[config.mk]
export PLATFORM = sky130hd
export DESIGN_NAME = imem_loader
export DESIGN_NICKNAME = d
export VERILOG_FILES = /design/src/rtl/imem_pkg.sv /design/src/rtl/imem_loader.sv
export SDC_FILE = /design/constraint.sdc
export NUM_CORES = 1
export LEC_CHECK = 0
export ABC_AREA = 1
export CORE_MARGIN = 3
export CORE_UTILIZATION = 60
export CTS_BUF_LIST = sky130_fd_sc_hd__clkbuf_4
export CTS_CLUSTER_SIZE = 25
export DETAILED_ROUTE_END_ITERATION = 16
export GPL_TIMING_DRIVEN = 0
export PLACE_DENSITY = 0.86
export SETUP_SLACK_MARGIN = 0.1
export SYNTH_ARGS = -nofsm -noshare
export SYNTH_HDL_FRONTEND = slang
export SYNTH_SLANG_ARGS = --single-unit
[constraint.sdc]
create_clock -name clk -period 5.01 [get_ports clk]
set_input_delay 1.002 -clock clk [delete_from_list [all_inputs] [get_ports clk]]
set_output_delay 1.002 -clock clk [all_outputs]
set_load 0.02 [all_outputs]
[src/rtl/imem_pkg.sv]
// Shared definitions for the instruction memory and its byte-serial loader.
package imem_pkg;

    localparam int BYTES_PER_WORD = 4;
    localparam int IMEM_BYTES     = 400;

    typedef enum logic [2:0] {
        ST_IDLE,
        ST_ACCEPT,
        ST_WRITE,
        ST_DONE,
        ST_ERROR
    } ld_state_e;

endpackage

[src/rtl/imem_loader.sv]
// Streams 32-bit words into the byte-wide instruction memory, LSB first, and
// holds the core in reset until the image is loaded. Optional: IMEM_LOADER_CHECKSUM_EN.
module imem_loader
    import imem_pkg::*;
#(
    parameter int MEM_BYTES = IMEM_BYTES,
    parameter int BASE_ADDR = 0,
    parameter int CNT_W     = 8
) (
    input  logic             clk,
    input  logic             reset,
    input  logic             start,
    input  logic             in_valid,
    input  logic [31:0]      in_word,
    input  logic             in_last,
    output logic             in_ready,
    output logic             wr_en,
    output logic [31:0]      wr_addr,
    output logic [7:0]       wr_byte,
    output logic             busy,
    output logic             done,
    output logic             error,
    output logic [CNT_W-1:0] word_count,
    output logic             cpu_hold
`ifdef IMEM_LOADER_CHECKSUM_EN
    ,
    output logic [31:0]      checksum
`endif
);

    ld_state_e        state_q, state_d;
    logic [31:0]      addr_q, addr_d;
    logic [31:0]      shift_q, shift_d;
    logic             last_q, last_d;
    logic [1:0]       beat_q, beat_d;
    logic [CNT_W-1:0] cnt_q, cnt_d;
    logic             done_q, done_d;
    logic             error_q, error_d;
`ifdef IMEM_LOADER_CHECKSUM_EN
    logic [31:0]      csum_q, csum_d;
`endif

    always_comb begin
        state_d = state_q;
        addr_d  = addr_q;
        shift_d = shift_q;
        last_d  = last_q;
        beat_d  = beat_q;
        cnt_d   = cnt_q;
        done_d  = done_q;
        error_d = error_q;
`ifdef IMEM_LOADER_CHECKSUM_EN
        csum_d  = csum_q;
`endif
        case (state_q)
            ST_IDLE, ST_DONE, ST_ERROR: begin
                if (start) begin
                    addr_d  = 32'(BASE_ADDR);
                    cnt_d   = '0;
                    done_d  = 1'b0;
                    error_d = 1'b0;
`ifdef IMEM_LOADER_CHECKSUM_EN
                    csum_d  = '0;
`endif
                    state_d = ST_ACCEPT;
                end
            end
            ST_ACCEPT: begin
                if (in_valid) begin
                    // A word that would not fit entirely is dropped, never half-written.
                    if (addr_q + 32'(BYTES_PER_WORD) > 32'(MEM_BYTES)) begin
                        error_d = 1'b1;
                        state_d = ST_ERROR;
                    end else begin
                        shift_d = in_word;
                        last_d  = in_last;
                        beat_d  = 2'd0;
`ifdef IMEM_LOADER_CHECKSUM_EN
                        csum_d  = csum_q + in_word;
`endif
                        state_d = ST_WRITE;
                    end
                end
            end
            ST_WRITE: begin
                shift_d = shift_q >> 8;
                addr_d  = addr_q + 32'd1;
                beat_d  = beat_q + 2'd1;
                if (beat_q == 2'd3) begin
                    cnt_d = cnt_q + CNT_W'(1);
                    if (last_q) begin
                        done_d  = 1'b1;
                        state_d = ST_DONE;
                    end else begin
                        state_d = ST_ACCEPT;
                    end
                end
            end
            default: state_d = ST_IDLE;
        endcase
    end

    always_ff @(posedge clk or posedge reset) begin
        if (reset) begin
            state_q <= ST_IDLE;
            addr_q  <= '0;
            shift_q <= '0;
            last_q  <= 1'b0;
            beat_q  <= '0;
            cnt_q   <= '0;
            done_q  <= 1'b0;
            error_q <= 1'b0;
`ifdef IMEM_LOADER_CHECKSUM_EN
            csum_q  <= '0;
`endif
        end else begin
            state_q <= state_d;
            addr_q  <= addr_d;
            shift_q <= shift_d;
            last_q  <= last_d;
            beat_q  <= beat_d;
            cnt_q   <= cnt_d;
            done_q  <= done_d;
            error_q <= error_d;
`ifdef IMEM_LOADER_CHECKSUM_EN
            csum_q  <= csum_d;
`endif
        end
    end

    // Pure decode of registered state, so reset drops the write strobe at once.
    assign in_ready   = (state_q == ST_ACCEPT);
    assign wr_en      = (state_q == ST_WRITE);
    assign busy       = (state_q == ST_ACCEPT) || (state_q == ST_WRITE);
    assign wr_addr    = wr_en ? addr_q : '0;
    assign wr_byte    = wr_en ? shift_q[7:0] : '0;
    assign done       = done_q;
    assign error      = error_q;
    assign word_count = cnt_q;
    assign cpu_hold   = ~done_q;
`ifdef IMEM_LOADER_CHECKSUM_EN
    assign checksum   = csum_q;
`endif

endmodule

==> summary by stage <==
Status
The flow ran to the end, and the final reports show no timing, DRC or antenna violations.

Clock network
The number of clock sinks seen by CTS is 80. The H-tree generated during clock tree synthesis spans 3 levels. TritonCTS built the clock tree. The clock transition time at the flip-flop clock pins of the worst setup and hold paths is roughly 0.12 ns. In this run, post-CTS repair resized a total of 0 instances.

In this run the deepest clock path goes through 2 buffers. The source-to-sink clock delay at the later pin of the worst-skew pair is between 0.4 and 0.5 ns. The total clock buffers created by CTS is 9. The number of hold buffers added after CTS was 0.

In this run the post-CTS setup repair buffer count came out at 0. The cell sitting at the root of the clock tree is a sky130_fd_sc_hd__clkbuf_4.

STA
Across all setup checks in the final design, the least slack found is approximately 0.66 ns. Measured against its own limit, the worst slew margin works out to around 50%. For the final routed database, the setup TNS stands at 0 ns. The worst-case hold slack is a little over 0.5 ns. The number of failing hold endpoints at the final stage is 0. The fmax is ~230 MHz. Setup violations remaining at the end of the flow were counted as 0.

The worst path uses 86.8% of the clock period. Counting I/O delays and the setup requirement, the final critical path takes ~4.4 ns. The total count of max-transition violations in the final report was 0.

The slew at the pin closest to its max-slew limit is roughly 0.73 ns. Across the routed clock network, the largest skew measured is between 0.015 and 0.02 ns. Setup repair after global routing left no endpoint under its margin.

Power
After layout, the design draws a total of 2.66 mW. The total power per unit cell area is roughly 400 nW/um2. The leakage dissipation is approximately 3.2 nW. Across the VDD grid, the largest voltage drop is about 0.38 mV.

Worst setup path
Counting cells, the worst reg-to-reg path comes to 10. The slowest stage of the critical path is the sky130_fd_sc_hd__clkbuf_1 cell. The family with the most delay on the worst path is buffers and inverters.

The critical path contains buffers and inverters numbering 6 combined. The worst setup path is captured at an output port. The highest net fanout along the worst path is 10.

STA classifies the critical path startpoint as a register. The critical path data arrival time is 3.35 ns. The number of cells on the critical path is 8. The data required time of the worst path is approximately 4 ns.

The classification of the worst setup path is register to output port. Traced cell by cell, the critical path runs through inv_1, nor3_2, inv_2, clkbuf_1, clkbuf_1, clkbuf_1, nor2_1, clkdlybuf4s50_1. In this design, the stage delay of the slowest critical-path cell is ~0.57 ns.

Among the stages of the critical path, the cell type that occurs most often is sky130_fd_sc_hd__clkbuf_1.

Placement
The count of buffers added on input and output ports is 90. The detailed placer's ending HPWL is 13100 um. After detailed placement, the design holds a cell count of a little over 1000. The cell area reported after detailed placement is around 6500 um2. The routability congestion estimate is slightly below 1. Timing analysis after detailed placement gives a worst setup slack of 1.19 ns.

Global routing
The total overflow left after global routing is 0. The number of global-route vias before repair is 5718. The largest net degree at the start of global routing is 56. The first global-routing pass estimated 27500 um of wire. The number of antenna violations at the first check in global routing is 0.

Global routing consumed, over all layers together, 34.5% of the routing resources.

Synth
The average cell area after synthesis is 6.65 um2. Summed over all instances, the cell type with the most area after synthesis is sky130_fd_sc_hd__dfrtp_1. The simple-gate area share of the yosys netlist is a little under half. The netlist area before placement is approximately 5400 um2. In this run the biggest area consumer among cell types represents between 30% and 40% of the synthesized area. Multiplexer cells account for 0.186% of the synthesized area.

The number of synthesized register bits is 80. After technology mapping, the gate count stands at 811. The number of warning messages in the yosys log is 0. The number of nets in the synthesized netlist is around 850.

Summing the areas of all fa, ha and maj instances in the mapped netlist gives 0.928% of the synthesized area. The xor-xnor portion of the synthesized cell area is 0.650%. The largest family of logic cells by synthesized area is simple AND/OR/NAND/NOR gates. Ranked by total cell area, the synthesized netlist is headed by sky130_fd_sc_hd__dfrtp_1 (37%), sky130_fd_sc_hd__nand2_1 (19%), sky130_fd_sc_hd__nor2_1 (7.9%).

The compound-gate portion of the synthesized area is 7.10%. The sequential fraction of the synthesis area is a little under two fifths. The number of distinct library cells after synthesis is 37.

Finish
The synthesis-to-layout area growth is 22.7%. Once layout is complete, the cells apart from fillers number 1023. Cells with a size suffix above 1 make up under 10% of the layout. The fraction of the core area covered by cells at the end of the flow is about four fifths.

The leading cell type in the layout, fill and taps excluded is sky130_fd_sc_hd__nand2_1. After filler insertion, the fill cell instance count of the layout stands at a little under 600. 0 antenna diodes ended up in the layout. The area taken by flip-flops and latches is 2000 um2. The multi-input combinational cells in the finished layout cover a total of roughly 3000 um2. The design area is approximately 6600 um2.

The number of nets in the finished design is between 900 and 1000. In the layout the commonest cells are sky130_fd_sc_hd__nand2_1 (276), sky130_fd_sc_hd__nor2_1 (114), sky130_fd_sc_hd__clkdlybuf4s50_1 (90).

Route
The total wirelength of the detailed-routed design is between 15000 and 20000 um. Using the TritonRoute via totals, the vias-per-cell ratio works out to 5.88. The residual DRC count is 0. The post-detailed-route count of antenna-violating nets is 0. The DRC violation total after the first TritonRoute iteration is between 500 and 600.

In the final routed layout, each cell accounts on average for 16.9 um. For this run, the detailed router's first-pass iteration total came to 5. The via count is ~6000.

Floorplan
The floorplan die width is roughly 100 um. The height of the chip is a little over 100 um. The floorplan die area is 10200 um2. The initial core utilization is 63.7%. The area of the core region is about 8500 um2. The floorplan has 33 rows. The number of top-level pins is 91.

Worst hold path
The depth of the worst hold-timing path is 2. The type of the worst min-delay path is register to register.

Flow run
Across the run, the number of max-cap violations was 0.
## metal layers
metal  part of all wire, %  wire [um]  GRT usage, %  vias up
met1                    39       6700          44.1     2760
met3                   9.8       1710          6.64       69
met2                    48       8280          57.3      390
met5                     0          0             0        -
li1                      -          -             -     2794
met4                   3.8        652          14.1        0
## registers in the layout (all words and copies together), names as in the netlist
| name | cells |
|---|---|
| last_q | 1 |
| addr_q | 32 |
| beat_q | 2 |
| error | 1 |
| state_q | 3 |
| word_count | 8 |
| done | 1 |
| shift_q | 32 |
## synth_stat cells
library cell,count
sky130_fd_sc_hd__nand2_2,6
sky130_fd_sc_hd__o21ai_1,6
sky130_fd_sc_hd__nand3_1,64
sky130_fd_sc_hd__nand2_4,1
sky130_fd_sc_hd__o211ai_1,1
sky130_fd_sc_hd__nor3_2,1
sky130_fd_sc_hd__nand3_2,17
sky130_fd_sc_hd__nor2_8,2
sky130_fd_sc_hd__buf_1,4
sky130_fd_sc_hd__mux2i_1,1
sky130_fd_sc_hd__a31oi_1,1
sky130_fd_sc_hd__nand2_1,276
sky130_fd_sc_hd__o22ai_1,6
sky130_fd_sc_hd__inv_2,4
sky130_fd_sc_hd__o31ai_1,2
sky130_fd_sc_hd__and3_1,1
sky130_fd_sc_hd__inv_1,84
sky130_fd_sc_hd__dfrtp_1,80
sky130_fd_sc_hd__xor2_1,4
sky130_fd_sc_hd__o21ai_0,40
sky130_fd_sc_hd__nor3_4,1
sky130_fd_sc_hd__or2_2,1
sky130_fd_sc_hd__clkbuf_1,10
sky130_fd_sc_hd__nand3_4,1
sky130_fd_sc_hd__nor2_4,5
sky130_fd_sc_hd__ha_1,4
sky130_fd_sc_hd__nor3_1,6
sky130_fd_sc_hd__nor2b_1,1
sky130_fd_sc_hd__buf_6,5
sky130_fd_sc_hd__buf_2,7
sky130_fd_sc_hd__nand3b_1,2
sky130_fd_sc_hd__nand4_1,29
sky130_fd_sc_hd__a21oi_1,14
sky130_fd_sc_hd__nor2_1,114
sky130_fd_sc_hd__o32ai_1,1
sky130_fd_sc_hd__nor2_2,8
sky130_fd_sc_hd__o21bai_1,1
## path summary, 6_finish.rpt
check	from	to	slack [ns]
min	error$_DFFE_PP0P_	error$_DFFE_PP0P_	0.52
max	state_q[1]$_DFFE_PP0P_	wr_byte[6]	0.66
max in group asynchronous	reset	beat_q[0]$_DFFE_PP0P_	3.52
min in group asynchronous	reset	word_count[6]$_DFFE_PP0P_	0.90
min reg2reg	error$_DFFE_PP0P_	error$_DFFE_PP0P_	0.52
max reg2reg	state_q[1]$_DFFE_PP0P_	addr_q[30]$_DFFE_PP0P_	2.23
## cell type report
| class | instances | share of cell area, % |
|---|---|---|
| Clock inverter | 5 | 1.23 |
| Multi-Input combinational cell | 617 | 44.1 |
| Sequential cell | 80 | 30.2 |
| Buffer | 26 | 2.17 |
| Timing Repair Buffer | 91 | 14.0 |
| Clock buffer | 11 | 1.25 |
| Tap cell | 105 | 1.98 |
| Inverter | 88 | 5.03 |
## cells by family after synthesis
group,Yosys count
xor+xnor,4
compound gates,72
fa+ha+maj,4
simple gates,536
flops,80
mux,1
buf+inv,114
## power breakdown
group	switching, mW	leakage, nW	internal [mW]	total [mW]
clock network	0.246	0.0871	0.214	0.460
logic	0.868	2.04	0.402	1.27
registers	0.114	1.05	0.811	0.925
## tightest hold or removal path, cell delays in order, from the launching register on
cell                      delay (ns)
sky130_fd_sc_hd__dfrtp_1        0.38
sky130_fd_sc_hd__nand2_1        0.06
sky130_fd_sc_hd__nand2_1        0.06
Power figures use the tool's default switching activity.
